--- config.mk ---
export PLATFORM = sky130hd
export DESIGN_NAME = booth_issue_queue
export DESIGN_NICKNAME = d
export VERILOG_FILES = /design/src/rtl/booth_pkg.sv /design/src/rtl/booth_issue_queue_op_fifo.sv /design/src/rtl/booth_issue_queue.sv
export SDC_FILE = /design/constraint.sdc
export NUM_CORES = 1
export LEC_CHECK = 0
export ABC_AREA = 1
export CORE_MARGIN = 8
export CORE_UTILIZATION = 32
export DETAILED_ROUTE_END_ITERATION = 6
export PLACE_DENSITY_LB_ADDON = 0.12
export RECOVER_POWER = 100
export SYNTH_ARGS = -nofsm -noshare
export SYNTH_HDL_FRONTEND = slang
export SYNTH_HIERARCHICAL = 1
export SYNTH_SLANG_ARGS = --single-unit
--- constraint.sdc ---
create_clock -name clk -period 3.2 [get_ports clk]
set_clock_uncertainty 0.05 [all_clocks]
set_input_delay 0.64 -clock clk [delete_from_list [all_inputs] [get_ports clk]]
set_output_delay 0.64 -clock clk [all_outputs]
set_load 0.05 [all_outputs]
--- src/rtl/booth_pkg.sv ---
// Shared types and defaults for the Booth multiplier issue queue.
package booth_pkg;

    localparam int W_DEF       = 8;
    localparam int PROD_W_DEF  = 2 * W_DEF;
    localparam int TIMEOUT_DEF = 32;

    // Issue sequencer states; one multiplication in flight at a time.
    typedef enum logic [1:0] {
        IDLE  = 2'd0,
        ISSUE = 2'd1,
        ARM   = 2'd2,
        WAIT  = 2'd3
    } state_t;

    // Product width for a given operand width.
    function automatic int prod_width(input int w);
        return 2 * w;
    endfunction

endpackage

--- src/rtl/booth_issue_queue_op_fifo.sv ---
// Synchronous operand FIFO. A push while full is dropped and a pop while
// empty is ignored; pointers are log2(DEPTH) bits so they wrap on their own.
module op_fifo
    import booth_pkg::*;
#(
    parameter int DEPTH = 4,
    parameter int WIDTH = PROD_W_DEF
) (
    input  logic                     clk,
    input  logic                     rst,
    input  logic                     push,
    input  logic                     pop,
    input  logic [WIDTH-1:0]         din,
    output logic [WIDTH-1:0]         dout,
    output logic                     full,
    output logic                     empty,
    output logic [$clog2(DEPTH):0]   count
);

    localparam int AW = $clog2(DEPTH);

    logic [WIDTH-1:0] mem [DEPTH];
    logic [AW-1:0]    wr_ptr;
    logic [AW-1:0]    rd_ptr;
    logic             do_push;
    logic             do_pop;

    assign do_push = push && !full;
    assign do_pop  = pop && !empty;
    assign full    = (count == (AW + 1)'(DEPTH));
    assign empty   = (count == '0);
    assign dout    = mem[rd_ptr];

    // Pointer and occupancy bookkeeping; simultaneous push and pop keeps count.
    always_ff @(posedge clk) begin
        if (rst) begin
            wr_ptr <= '0;
            rd_ptr <= '0;
            count  <= '0;
        end else begin
            if (do_push) wr_ptr <= wr_ptr + 1'b1;
            if (do_pop)  rd_ptr <= rd_ptr + 1'b1;
            case ({do_push, do_pop})
                2'b10:   count <= count + 1'b1;
                2'b01:   count <= count - 1'b1;
                default: count <= count;
            endcase
        end
    end

    // Storage array; contents need no reset because count gates every read.
    always_ff @(posedge clk) begin
        if (do_push) mem[wr_ptr] <= din;
    end

endmodule

--- src/rtl/booth_issue_queue.sv ---
// Feeds operand pairs to the Booth multiplier one at a time and returns the
// products in issue order. A stuck multiplier is bounded by TIMEOUT: the pair
// still yields one (zero) result and err latches until reset.
//
// Handshakes: a transfer happens on a rising edge where valid && ready are
// both high; valid never waits for ready, and the data held under valid stays
// stable until that transfer.
module booth_issue_queue
    import booth_pkg::*;
#(
    parameter int DEPTH   = 4,
    parameter int W       = W_DEF,
    parameter int TIMEOUT = TIMEOUT_DEF
) (
    input  logic                   clk,
    input  logic                   rst,
    input  logic                   in_valid,
    output logic                   in_ready,
    input  logic [W-1:0]           in_mc,
    input  logic [W-1:0]           in_mp,
    output logic                   mul_start,
    output logic [W-1:0]           mul_mc,
    output logic [W-1:0]           mul_mp,
    input  logic                   mul_busy,
    input  logic [2*W-1:0]         mul_prod,
    output logic                   out_valid,
    input  logic                   out_ready,
    output logic [2*W-1:0]         out_prod,
    output logic [$clog2(DEPTH):0] pending,
    output logic                   err
);

    localparam int PW = prod_width(W);
    localparam int TW = $clog2(TIMEOUT + 1);

    // Sequencer state, kept as a named signal so checkers can bind to it.
    state_t         state;
    state_t         state_d;

    logic           fifo_full;
    logic           fifo_empty;
    logic           fifo_pop;
    logic           push;
    logic [PW-1:0]  fifo_dout;
    logic [TW-1:0]  wait_cnt;
    logic           load_ops;
    logic           capture;
    logic           timeout;
    logic           slot_free;

    // in_ready comes straight from the registered occupancy, so a pop in the
    // same cycle does not reopen the input until the following cycle.
    assign push      = in_valid && in_ready;
    assign in_ready  = !fifo_full;
    assign slot_free = !out_valid || out_ready;

    op_fifo #(
        .DEPTH (DEPTH),
        .WIDTH (PW)
    ) u_fifo (
        .clk   (clk),
        .rst   (rst),
        .push  (push),
        .pop   (fifo_pop),
        .din   ({in_mc, in_mp}),
        .dout  (fifo_dout),
        .full  (fifo_full),
        .empty (fifo_empty),
        .count (pending)
    );

    // State register.
    always_ff @(posedge clk) begin
        if (rst) state <= IDLE;
        else     state <= state_d;
    end

    // Next state and per-state strobes. Operands are loaded on entry to ISSUE
    // so mul_mc/mul_mp are already valid while mul_start is high.
    always_comb begin
        state_d   = state;
        mul_start = 1'b0;
        fifo_pop  = 1'b0;
        load_ops  = 1'b0;
        capture   = 1'b0;
        timeout   = 1'b0;
        case (state)
            IDLE: begin
                if (!fifo_empty && !mul_busy && slot_free) begin
                    load_ops = 1'b1;
                    state_d  = ISSUE;
                end
            end
            ISSUE: begin
                mul_start = 1'b1;
                fifo_pop  = 1'b1;
                state_d   = ARM;
            end
            ARM: begin
                state_d = WAIT;
            end
            WAIT: begin
                if (!mul_busy) begin
                    capture = 1'b1;
                    state_d = IDLE;
                end else if (wait_cnt == TW'(TIMEOUT - 1)) begin
                    timeout = 1'b1;
                    state_d = IDLE;
                end
            end
            default: state_d = IDLE;
        endcase
    end

    // Operand, result, timeout and error registers.
    always_ff @(posedge clk) begin
        if (rst) begin
            mul_mc    <= '0;
            mul_mp    <= '0;
            out_valid <= 1'b0;
            out_prod  <= '0;
            err       <= 1'b0;
            wait_cnt  <= '0;
        end else begin
            if (load_ops) {mul_mc, mul_mp} <= fifo_dout;

            if (state == ARM)       wait_cnt <= '0;
            else if (state == WAIT) wait_cnt <= wait_cnt + 1'b1;

            if (capture) begin
                out_prod  <= mul_prod;
                out_valid <= 1'b1;
            end else if (timeout) begin
                out_prod  <= '0;
                out_valid <= 1'b1;
                err       <= 1'b1;
            end else if (out_valid && out_ready) begin
                out_valid <= 1'b0;
            end
        end
    end

endmodule

# ---- Word-level counts from Yosys, hierarchy flattened
# Memory sizes are Yosys's and may differ from the RTL's. A register that Yosys moved wholly into a read port is not among the register bits.
# Index checks and enable logic that the tools add are counted.
dict set report word_totals {
  ff_bits 33
  mem_bits_rw 64
  input_bits 37
  out_inout_bits 39
  wordCells 63
  mem_count 1
}
dict set report classes {
  addsub 5
  n_eq_ne 9
  n_mux 20
  bitwise_logic 1
  n_reduce_logical 19
}
# name words word_bits read_ports rd_clocked_by_memory_dff wr line
set mem_list {}
lappend mem_list {u_fifo.mem 4 16 1 1 1 booth_issue_queue_op_fifo.sv:22} ;# logic [WIDTH-1:0] mem [DEPTH];
# operator count
set op_table {}
lappend op_table {{$mux W16} 2}
lappend op_table {{$mux W1} 13}
lappend op_table {{$pmux W2 S4} 1}
lappend op_table {{$add A6 B1 Y6 const B} 1}
lappend op_table {{$eq A2 B2 Y1 const B} 3}
lappend op_table {{$eq A6 B5 Y1 const B} 1}
lappend op_table {{$logic_and A1 B1 Y1} 6}
lappend op_table {{$mux W2} 3}
lappend op_table {{$pmux W3 S2} 1}
lappend op_table {{$add A2 B1 Y2 const B} 2}
lappend op_table {{$eq A2 B1 Y1 const B} 2}
lappend op_table {{$logic_not A1 Y1} 4}
lappend op_table {{$reduce_and A2 Y1} 2}
lappend op_table {{$reduce_bool A2 Y1} 2}
lappend op_table {{$add A3 B1 Y3 const B} 1}
lappend op_table {{$eq A3 B3 Y1 const B} 1}
lappend op_table {{$logic_not A3 Y1} 1}
lappend op_table {{$ne A3 B3 Y1 const B} 1}
lappend op_table {{$reduce_bool A3 Y1} 1}
lappend op_table {{$sub A3 B1 Y3 const B} 1}
lappend op_table {{$logic_not A2 Y1} 1}
lappend op_table {{$ne A2 B2 Y1 const B} 1}
lappend op_table {{$reduce_or A2 Y1} 1}
lappend op_table {{$logic_or A1 B1 Y1} 1}
lappend op_table {{$not A1 Y1} 1}

# ---- Depth between registers and ports, before layout
# Gate-level depths: netlist (run 1).
dict set report depth {
  ltp_word 6
  depth_mapped 14
  depth_no_buf 14
}

# ---- Cells and area by module
# Netlist (run 1), hierarchy kept.
# module instances cells_per_inst area_per_inst_um2 seq_area_each_um2
set by_module_without_submodules {}
lappend by_module_without_submodules {op_fifo 1 224 2851.5 2102.0}
lappend by_module_without_submodules {booth_issue_queue 1 218 1741.7 840.8}

# ---- Least setup slack after synthesis (run 1)
# Ideal clock, no wire load.
dict set report synth_timing {
  path_kind {register to register}
  startpoint {reg u_fifo.count[1]}
  endpoint {mem u_fifo/mem[0][0] (netlist bit) (enable)}
  setup_time_ps 389
  arrival_time_ps 2094
  t_required_ps 2761
  slack_ps 667
  path_stages_with_launch 7
  n_path_buf 0
  synth_period_minus_slack_ps 2533
  path_cell_list {dfxtp_1 inv_1 nand3_2 inv_1 nor2_1 nand2_1 nor2_1}
}
dict set report synth_between {
  elab_chain_len 6
}
# element line
set synth_lines {}
lappend synth_lines {{start, declared} booth_issue_queue_op_fifo.sv:17} ;# output logic [$clog2(DEPTH):0] count
lappend synth_lines {{start signal, assigned} booth_issue_queue_op_fifo.sv:44} ;# 2'b10: count <= count + 1'b1;
lappend synth_lines {{start signal, assigned} booth_issue_queue_op_fifo.sv:45} ;# 2'b01: count <= count - 1'b1;
lappend synth_lines {{start signal, assigned} booth_issue_queue_op_fifo.sv:46} ;# default: count <= count;
lappend synth_lines {{$eq A3 B3 Y1} booth_issue_queue_op_fifo.sv:30} ;# assign full = (count == (AW + 1)'(DEPTH));
lappend synth_lines {{named net fifo_full} booth_issue_queue.sv:40} ;# logic fifo_full;
lappend synth_lines {{$logic_not A1 Y1} booth_issue_queue.sv:54} ;# assign in_ready = !fifo_full;
lappend synth_lines {{$logic_and A1 B1 Y1} booth_issue_queue.sv:53} ;# assign push = in_valid && in_ready;
lappend synth_lines {{named net push} booth_issue_queue.sv:43} ;# logic push;
lappend synth_lines {{$logic_and A1 B1 Y1} booth_issue_queue_op_fifo.sv:28} ;# assign do_push = push && !full;
lappend synth_lines {{$mux W1} booth_issue_queue_op_fifo.sv:53} ;# if (do_push) mem[wr_ptr] <= din;
lappend synth_lines {{$mux W1 (not written as such)} booth_issue_queue_op_fifo.sv:53}
lappend synth_lines {{end, declared} booth_issue_queue_op_fifo.sv:22}
# The timed path passes the listed nets, and every way through them passes these cells.

# ---- Final worst setup path (run 1)
dict set report layout_timing {
  startpoint {reg u_fifo.count[1]}
  endpoint {out in_ready}
}
dict set report layout_between {
  elab_chain_len 2
}
# element line
set layout_lines {}
lappend layout_lines {{$eq A3 B3 Y1} booth_issue_queue_op_fifo.sv:30}
lappend layout_lines {{named net fifo_full} booth_issue_queue.sv:40}
lappend layout_lines {{$logic_not A1 Y1} booth_issue_queue.sv:54}
lappend layout_lines {{end, declared} booth_issue_queue.sv:18} ;# output logic in_ready,
# The timed path passes the listed nets, and every way through them passes these cells.

==> impl_metrics.tcl, run 1 <==
set metrics [dict create \
    grt_pass1_wl_um 16800 \
    hp-class "register to register" \
    drive_above_1_share_pct 7.96 \
    status "finished, final reports clean" \
    syn_area_sq_mm 0.00459 \
    critPathLaunchType "register" \
    min_period_ns 2.72 \
    yosysTopAreaCellShare_pct 41.8 \
    arrival_ns 2.03 \
    grt_max_degree 34 \
    relSlewSlack_pct 18.1 \
    min_period_over_period_pct 84.9 \
    syn_avg_cell_area_sq_um 10.4 \
    critical_path.slowest_cell "dlygate4sd3_1" \
    leakagePower_nw 2.30 \
    cts_sinks 115 \
    first_iter_violations 140 \
    synth_area_leader_cell "edfxtp_1" \
    required_ns 2.51 \
    vias 3301 \
    start_util_pct 33.0 \
    antenna_left 0 \
    place_congestion 0.715 \
    h-tree-depth 4 \
    endpoint_kind "output port" \
    setup_viol 0 \
    numCtsBuffers 17 \
    die_h_um 136 \
    nNetsFinal 576 \
    fillers 1341 \
    cts_resized 0 \
    p_per_area_mw_per_mm2 809 \
    synth-seq-cells 115 \
    synthTopCellsByArea "edfxtp_1, dfxtp_1, a21oi_1" \
    max_freq_mhz 368 \
    post_cts_buffers 0 \
    dp_hpwl_um 6940 \
    final_common_cell "edfxtp_1" \
    port_buffers 75 \
    fp-row-count 43 \
    syn_inst 442 \
    via_per_inst 4.58 \
    rsz0062_at_grt "false" \
    overflow 0 \
    die_x_um 136 \
    maxCapViolations 0 \
    clk_latency_ns 0.41 \
    setup_tns_ns 0 \
    whs_ns 0.387 \
    finalMaxSlewViolations 0 \
    fp.dieArea_sq_mm 0.0184 \
    first_global_vias 3204 \
    hold_viol_final 0 \
    layout_common_cells "edfxtp_1, nor2_1, dlygate4sd3_1, dfxtp_1, inv_1" \
    ir_worst_vdd_v 0.000315 \
    cts_root_buffer "clkbuf_16" \
    tightest_slew_ns 1.22 \
    seq_area_frac_synth_pct 64.1 \
    placeableCoreArea_sq_mm 0.0139 \
    remaining_drc_errors 0 \
    ctsHoldBuffers 0 \
    grt_usage_pct 11.9 \
    crit_fanout 6 \
    cpMostUsedCell "inv_1" \
    antenna_found_initial 0 \
    ios 76 \
    path_class "register to output port" \
    finalWirelength_um 10500 \
    clock_path_buffers 2 \
    synthDistinctLibCells 29 \
    antenna_cells 0 \
    ys_warn_count 6 \
    worstPathCellList "inv_1 -> nand3_1 -> inv_1 -> inv_1 -> dlygate4sd3_1" \
    wl_per_cell_um 14.6 \
    layout-area-overhead-vs-synth_pct 31.0 \
    tritoncts "yes" \
    slowest_delay_ns 0.86 \
    synth_nets 491 \
    clk_pin_slew_worst_paths_ns 0.05 \
    dr.pass1.iters 4 \
]
## critical path: cells and delay by family, from the launching register on
| family | cells | cell delay [ns] |
|---|---|---|
| AND/OR/NAND/NOR | 1 | 0.20 |
| flip-flops | 1 | 0.34 |
| buffers and inverters | 4 | 1.08 |
## state kept, by name, indices dropped and copies added, names as in the netlist, named ones only
| signal | cells |
|---|---|
| out_prod | 16 |
| wait_cnt | 6 |
| err | 1 |
| u_fifo/rd_ptr | 2 |
| u_fifo/mem | 64 |
| state | 2 |
| mul_mc | 8 |
| u_fifo/wr_ptr | 2 |
| mul_mp | 8 |
| u_fifo/count | 3 |
| out_valid | 1 |
## stage by stage
| step | area [sq um] | instances | util (%) | setup WS (ns) | total power, W |
|---|---|---|---|---|---|
| finish | 6020 | 720 | 43.2 | 0.485 | 0.00487 |
| global route | 6020 | 720 | 43.2 | 0.321 | 0.00515 |
| CTS | 6050 | 720 | 43.4 | 0.563 | 0.00500 |
| detailed placement | 5520 | 688 | 39.6 | 0.655 | 0.00332 |
| global placement | 5520 | 688 | 39.6 | 0.694 | 0.00331 |
| floorplan | 4590 | 442 | - | 0.667 | 0.00286 |
## logic make-up (layout without fill, tap and decap cells)
group | count (synthesis) | in the layout | synth area share [%]
and+or+nand+nor | 133 | 133 | 12.6
DFF | 115 | 115 | 64.1
xor gates and xnor gates | 1 | 1 | 0.191
adders and majority gates | 12 | 12 | 3.43
AOI/OAI and AO/OA | 113 | 113 | 13.0
buffers and inverters | 68 | 166 | 6.70
## metal layers
layer	track usage (%)	up-vias	share of wire, %
met3	3.97	14	6.6
met2	18.3	79	45
met5	0	-	0
met4	5.74	0	1.4
met1	14.7	1530	47
li1	-	1678	-
## cell usage after synthesis, drive strengths merged
library cell	count
edfxtp	64
nor2	58
dfxtp	51
inv	51
o21ai	51
nand2	45
a21oi	44
nand3	28
buf	16
o22ai	16
ha	11
clkbuf	1
fa	1
nand3b	1
nand4	1
o21a	1
o21bai	1
xor2	1
## worst paths after layout
check / from / endpoint / slack [ns] / cells past startpoint
worst min register to register: mul_mc[1] / mul_mc[1] / 0.39 / 2
worst max-delay path: u_fifo/count[1] / in_ready / 0.48 / 5
worst min-delay path: mul_mc[1] / mul_mc[1] / 0.39 / 2
worst max register to register: u_fifo/count[1] / u_fifo/mem[0][4] / 0.68 / 7
## cell type report
class                           count  area [sq um]  share of cell area, %
Sequential cell                   115          2940                   48.9
Multi-Input combinational cell    259          1330                   22.1
Clock inverter                     13          88.8                   1.48
Timing Repair Buffer               83           792                   13.2
Clock buffer                       19           443                   7.36
Tap cell                          180           225                   3.74
Inverter                           51           194                   3.22
## where the power goes
group | internal (W) | switching [W]
sequential | 0.00179 | 0.0000921
combinational | 0.000392 | 0.000942
clock | 0.00100 | 0.000652
(Power assumes the default switching activity.)
==> inputs of run 2 (changes only) <==
Clock period 3.2 ns to 2.2 ns, I/O delays scaled along.
==> impl_metrics.tcl, run 2 (same netlist as run 1, synthesis figures left out) <==
set metrics [dict create \
    vias 3364 \
    layout_common_cells "edfxtp_1, nor2_1, dfxtp_1, dlygate4sd3_1, inv_1" \
    fillers 1314 \
    slowest_delay_ns 0.88 \
    layout-area-overhead-vs-synth_pct 33.5 \
    path_class "register to output port" \
    drive_above_1_share_pct 10.8 \
    place_congestion 0.689 \
    start_util_pct 33.0 \
    ir_worst_vdd_v 0.000518 \
    ff_latch_area_sq_mm 0.00295 \
    min_period_ns 2.12 \
    tightest_slew_ns 0.747 \
    dr.pass1.iters 4 \
    worstPathCellList "dlygate4sd3_1" \
    first_iter_violations 153 \
    reg2reg_from "u_fifo/count[1]" \
    via_per_inst 4.63 \
    largest-register "u_fifo/mem" \
    antenna_found_initial 0 \
    finalWirelength_um 10700 \
    placeableCoreArea_sq_mm 0.0139 \
    wl_per_cell_um 14.7 \
    fp-row-count 43 \
    numCtsBuffers 17 \
    clk_latency_ns 0.41 \
    cts_root_buffer "clkbuf_16" \
    crit_buf_inv 1 \
    setup_tns_ns 0 \
    port_buffers 75 \
    arrival_ns 1.63 \
    nNetsFinal 583 \
    final_common_cell "edfxtp_1" \
    cts_sinks 115 \
    dp_hpwl_um 7040 \
    p_per_area_mw_per_mm2 1220 \
    hold_start "mul_mc[3]" \
    max_freq_mhz 472 \
    reg_top3 "u_fifo/mem: 64 flops, out_prod: 16 flops" \
    min_period_over_period_pct 96.4 \
    grt_max_degree 33 \
    ctsHoldBuffers 0 \
    clk_pin_slew_worst_paths_ns 0.05 \
    reg2reg_slack_ns 0.16 \
    tritoncts "yes" \
    utilization_pct 44.0 \
    critPathLaunchType "register" \
    ios 76 \
    status "finished, final reports clean" \
    endpoint_kind "output port" \
    path_delay_family "buffers and inverters" \
    first_global_vias 3342 \
    crit_fanout 4 \
    hold_viol_final 0 \
    die_h_um 136 \
    die_x_um 136 \
    multi_input_area_sq_mm 0.00133 \
    relSlewSlack_pct 50.0 \
    hp-class "register to register" \
    grt_usage_pct 12.3 \
    overflow 0 \
    leakagePower_nw 2.36 \
    largest_reg_flops 64 \
    setup_viol 0 \
    h-tree-depth 4 \
    antenna_left 0 \
    rsz0062_at_grt "false" \
    instances_no_fill 727 \
    antenna_cells 0 \
    required_ns 1.71 \
    grt_pass1_wl_um 17500 \
    finalMaxSlewViolations 0 \
    critical_path.slowest_cell "dlygate4sd3_1" \
    fp.dieArea_sq_mm 0.0184 \
    clock_path_buffers 2 \
    post-place-cells 695 \
    remaining_drc_errors 0 \
    crit_start "u_fifo/count[2]" \
    maxCapViolations 0 \
]
run 2: cell types whose count changed in the layout (fill, tap and decap cells not counted), moves of 3 or more:
cell             delta
nor2_2              +4
buf_4               +3
clkinv_4            -3
buf_2               +3
dlygate4sd3_1       -9
clkbuf_2            +4
bufinv_16           +3
clkdlybuf4s50_1     +7
nor2_1              -5
run 2: path summary, 6_finish.rpt:
check                                        end  cells after the start
worst max-delay path                  pending[2]                      1
worst min register to register         mul_mc[3]                      2
worst max register to register  u_fifo/mem[1][7]                      8
worst min-delay path                   mul_mc[3]                      2
run 2: cell type report:
class,count,area share (%)
Timing Repair Buffer,90,13.5
Tap cell,180,3.67
Inverter,51,3.16
Clock inverter,9,2.08
Clock buffer,23,7.79
Multi-Input combinational cell,259,21.7
Sequential cell,115,48.0
run 2: where the power goes:
group          internal, W  switching [W]  leakage [nW]  total (W)
Combinational     0.000595        0.00137          1.07    0.00196
Sequential         0.00261       0.000132          1.00    0.00274
Clock              0.00186       0.000912         0.291    0.00277
Total              0.00506        0.00241          2.36    0.00747
run 2: per-stage QoR:
stage | cell area, sq um | total power (W) | setup slack (ns) | hold slack [ns]
after floorplan | 4610 | 0.00417 | 0.0273 | 0.398
after global placement | 5630 | 0.00487 | 0.123 | 0.381
after detailed placement | 5630 | 0.00490 | 0.0216 | 0.384
after CTS | 6230 | 0.00772 | 0.0887 | 0.396
after global routing | 6130 | 0.00789 | 0.00757 | 0.412
final | 6130 | 0.00747 | 0.0793 | 0.387
run 2: repair_timing:
action	CTS	global route
buffers inserted	0	0
resized for setup	0	1
endpoints found under the setup margin	0	1
hold endpoints to repair	0	0
run 2: layer usage:
metal | part of all wire (%) | track usage [%]
met1 | 48 | 15.4
met2 | 44 | 18.4
met3 | 6.3 | 4.53
met4 | 1.5 | 5.92
met5 | 0 | 0
==> inputs of run 3 (changes only) <==
Settings changed: ABC_AREA 1 to unset.
==> impl_metrics.tcl, run 3 <==
set metrics [dict create \
    async_flop_share_pct 0 \
    syn_area_sq_mm 0.00469 \
    synthTopCellsByArea "edfxtp_1, dfxtp_1, mux4_2" \
    crit_buf_inv 1 \
    dp_hpwl_um 6390 \
    reg_top3 "u_fifo/mem: 64 flops, out_prod: 16 flops" \
    synth.most_common_cell "edfxtp_1" \
    synth-simple-area-share_pct 11.5 \
    utilization_pct 43.7 \
    grt_max_degree 41 \
    vias 2753 \
    path_delay_family "buffers and inverters" \
    leakagePower_nw 2.29 \
    tritoncts "yes" \
    finalWirelength_um 9630 \
    die_h_um 137 \
    antenna_cells 0 \
    syn_inst 321 \
    yosysTopAreaCellShare_pct 41.0 \
    synth_fa_ha_area_share_pct 3.36 \
    synth_top_family_by_area "multiplexers" \
    crit_fanout 6 \
    critical_path.slowest_cell "clkdlybuf4s50_1" \
    via_per_inst 4.51 \
    final_common_cell "edfxtp_1" \
    overflow 0 \
    required_ns 1.71 \
    slowest_delay_ns 0.83 \
    largest_reg_flops 64 \
    synth_area_leader_cell "edfxtp_1" \
    synth-compound-area-share_pct 5.20 \
    antenna_left 0 \
    placeableCoreArea_sq_mm 0.0144 \
    endpoint_kind "output port" \
    die_x_um 137 \
    seq_area_frac_synth_pct 62.7 \
    min_period_ns 2.13 \
    h-tree-depth 4 \
    hp-class "input pin to register" \
    worstPathCellList "clkdlybuf4s50_1" \
    synth_nets 370 \
    setup_tns_ns 0 \
    synth_edf_count 64 \
    cts_sinks 115 \
    status "finished, final reports clean" \
    largest-register "u_fifo/mem" \
    remaining_drc_errors 0 \
    clk_pin_slew_worst_paths_ns 0.05 \
    grt_usage_pct 11.1 \
    synth_mux_area_share_pct 12.2 \
    max_freq_mhz 470 \
    clock_path_buffers 2 \
    start_util_pct 32.5 \
    setup_viol 0 \
    rsz0062_at_grt "true" \
    fp.dieArea_sq_mm 0.0188 \
    synthFlopType "edfxtp_1" \
    antenna_found_initial 0 \
    place_congestion 0.644 \
    synth-seq-cells 115 \
    ir_worst_vdd_v 0.000694 \
    fp-row-count 44 \
    arrival_ns 1.64 \
    wl_per_cell_um 15.8 \
    grt_pass1_wl_um 15400 \
    dp_slack_ns -0.258 \
    nNetsFinal 462 \
    post-place-cells 578 \
    clk_latency_ns 0.41 \
    relSlewSlack_pct 64.2 \
    layout_common_cells "edfxtp_1, clkdlybuf4s50_1, dfxtp_1, nor2_1, nand2b_1" \
    maxCapViolations 0 \
    numCtsBuffers 17 \
    layout-area-overhead-vs-synth_pct 34.5 \
    ys_warn_count 6 \
    synth_common_cells "edfxtp_1, dfxtp_1, nor2_1" \
    instances_no_fill 610 \
    hold_viol_final 0 \
    dr.pass1.iters 4 \
    syn_avg_cell_area_sq_um 14.6 \
    cts_root_buffer "clkbuf_16" \
    p_per_area_mw_per_mm2 1150 \
    path_class "register to output port" \
    setup_ws_ns 0.0732 \
    critPathLaunchType "register" \
    first_global_vias 2883 \
    whs_ns 0.357 \
    finalMaxSlewViolations 0 \
    synthDistinctLibCells 43 \
    first_iter_violations 133 \
    ios 76 \
    synth-xor-area-share_pct 1.31 \
    ctsHoldBuffers 0 \
    min_period_over_period_pct 96.7 \
    drive_above_1_share_pct 19.7 \
    port_buffers 75 \
    tightest_slew_ns 0.536 \
]
run 3: changes by cell type after synthesis, moves of 21 or more:
cell,previous run,this run
a21oi_1,42,6
o21ai_1,29,0
nand3_1,24,0
nand2_1,45,4
nor2_1,56,30
nand2b_1,0,21
inv_1,46,11
run 3: where the power goes:
part	total, W	internal [W]	leakage, nW	switching (W)
clock network	0.00261	0.00165	0.267	0.000956
registers	0.00271	0.00257	1.00	0.000141
logic	0.00195	0.000829	1.02	0.00113
run 3: metal layers:
metal / track usage (%) / vias up / wire length [um]
li1: - / 1355 / -
met1: 13.2 / 1315 / 4430
met2: 17.1 / 66 / 4420
met3: 4.22 / 17 / 591
met4: 5.97 / 0 / 190
met5: 0 / - / 0
run 3: cells by family after synthesis:
family / count (synthesis)
flip-flops: 115
AND/OR/NAND/NOR: 90
multiplexers: 35
AO/OA/AOI/OAI: 34
buffers and inverters: 28
adder cells (fa/ha/maj): 12
XOR/XNOR: 7
run 3: cell type report:
type	count	area, sq um
fill	1343	8110
timing repair buffer	90	916
clock buffer	18	429
clock inverter	14	139
multi-input combinational	178	1610
inverter	11	41.3
tap	184	230
sequential	115	2950
run 3: path summary, 6_finish.rpt:
check	start	endpoint	slack (ns)	cells after the start
setup / recovery	u_fifo/count[1]	pending[1]	0.07	1
hold / removal	rst	u_fifo/rd_ptr[0]	0.36	2
setup reg to reg	state[1]	u_fifo/count[2]	0.08	10
hold reg to reg	out_prod[7]	out_prod[7]	0.42	2
run 3: what timing repair did:
item	CTS	global route
gates cloned	0	0
gates resized for setup	2	1
setup buffers	0	0
endpoints found under the setup margin	2	1
pin swaps	0	0
run 3: metrics by stage:
stage               total power [W]  area (sq um)
floorplan                   0.00416          4720
global placement            0.00473          5740
detailed placement          0.00476          5740
CTS                         0.00740          6310
global route                0.00764          6310
finish                      0.00727          6310
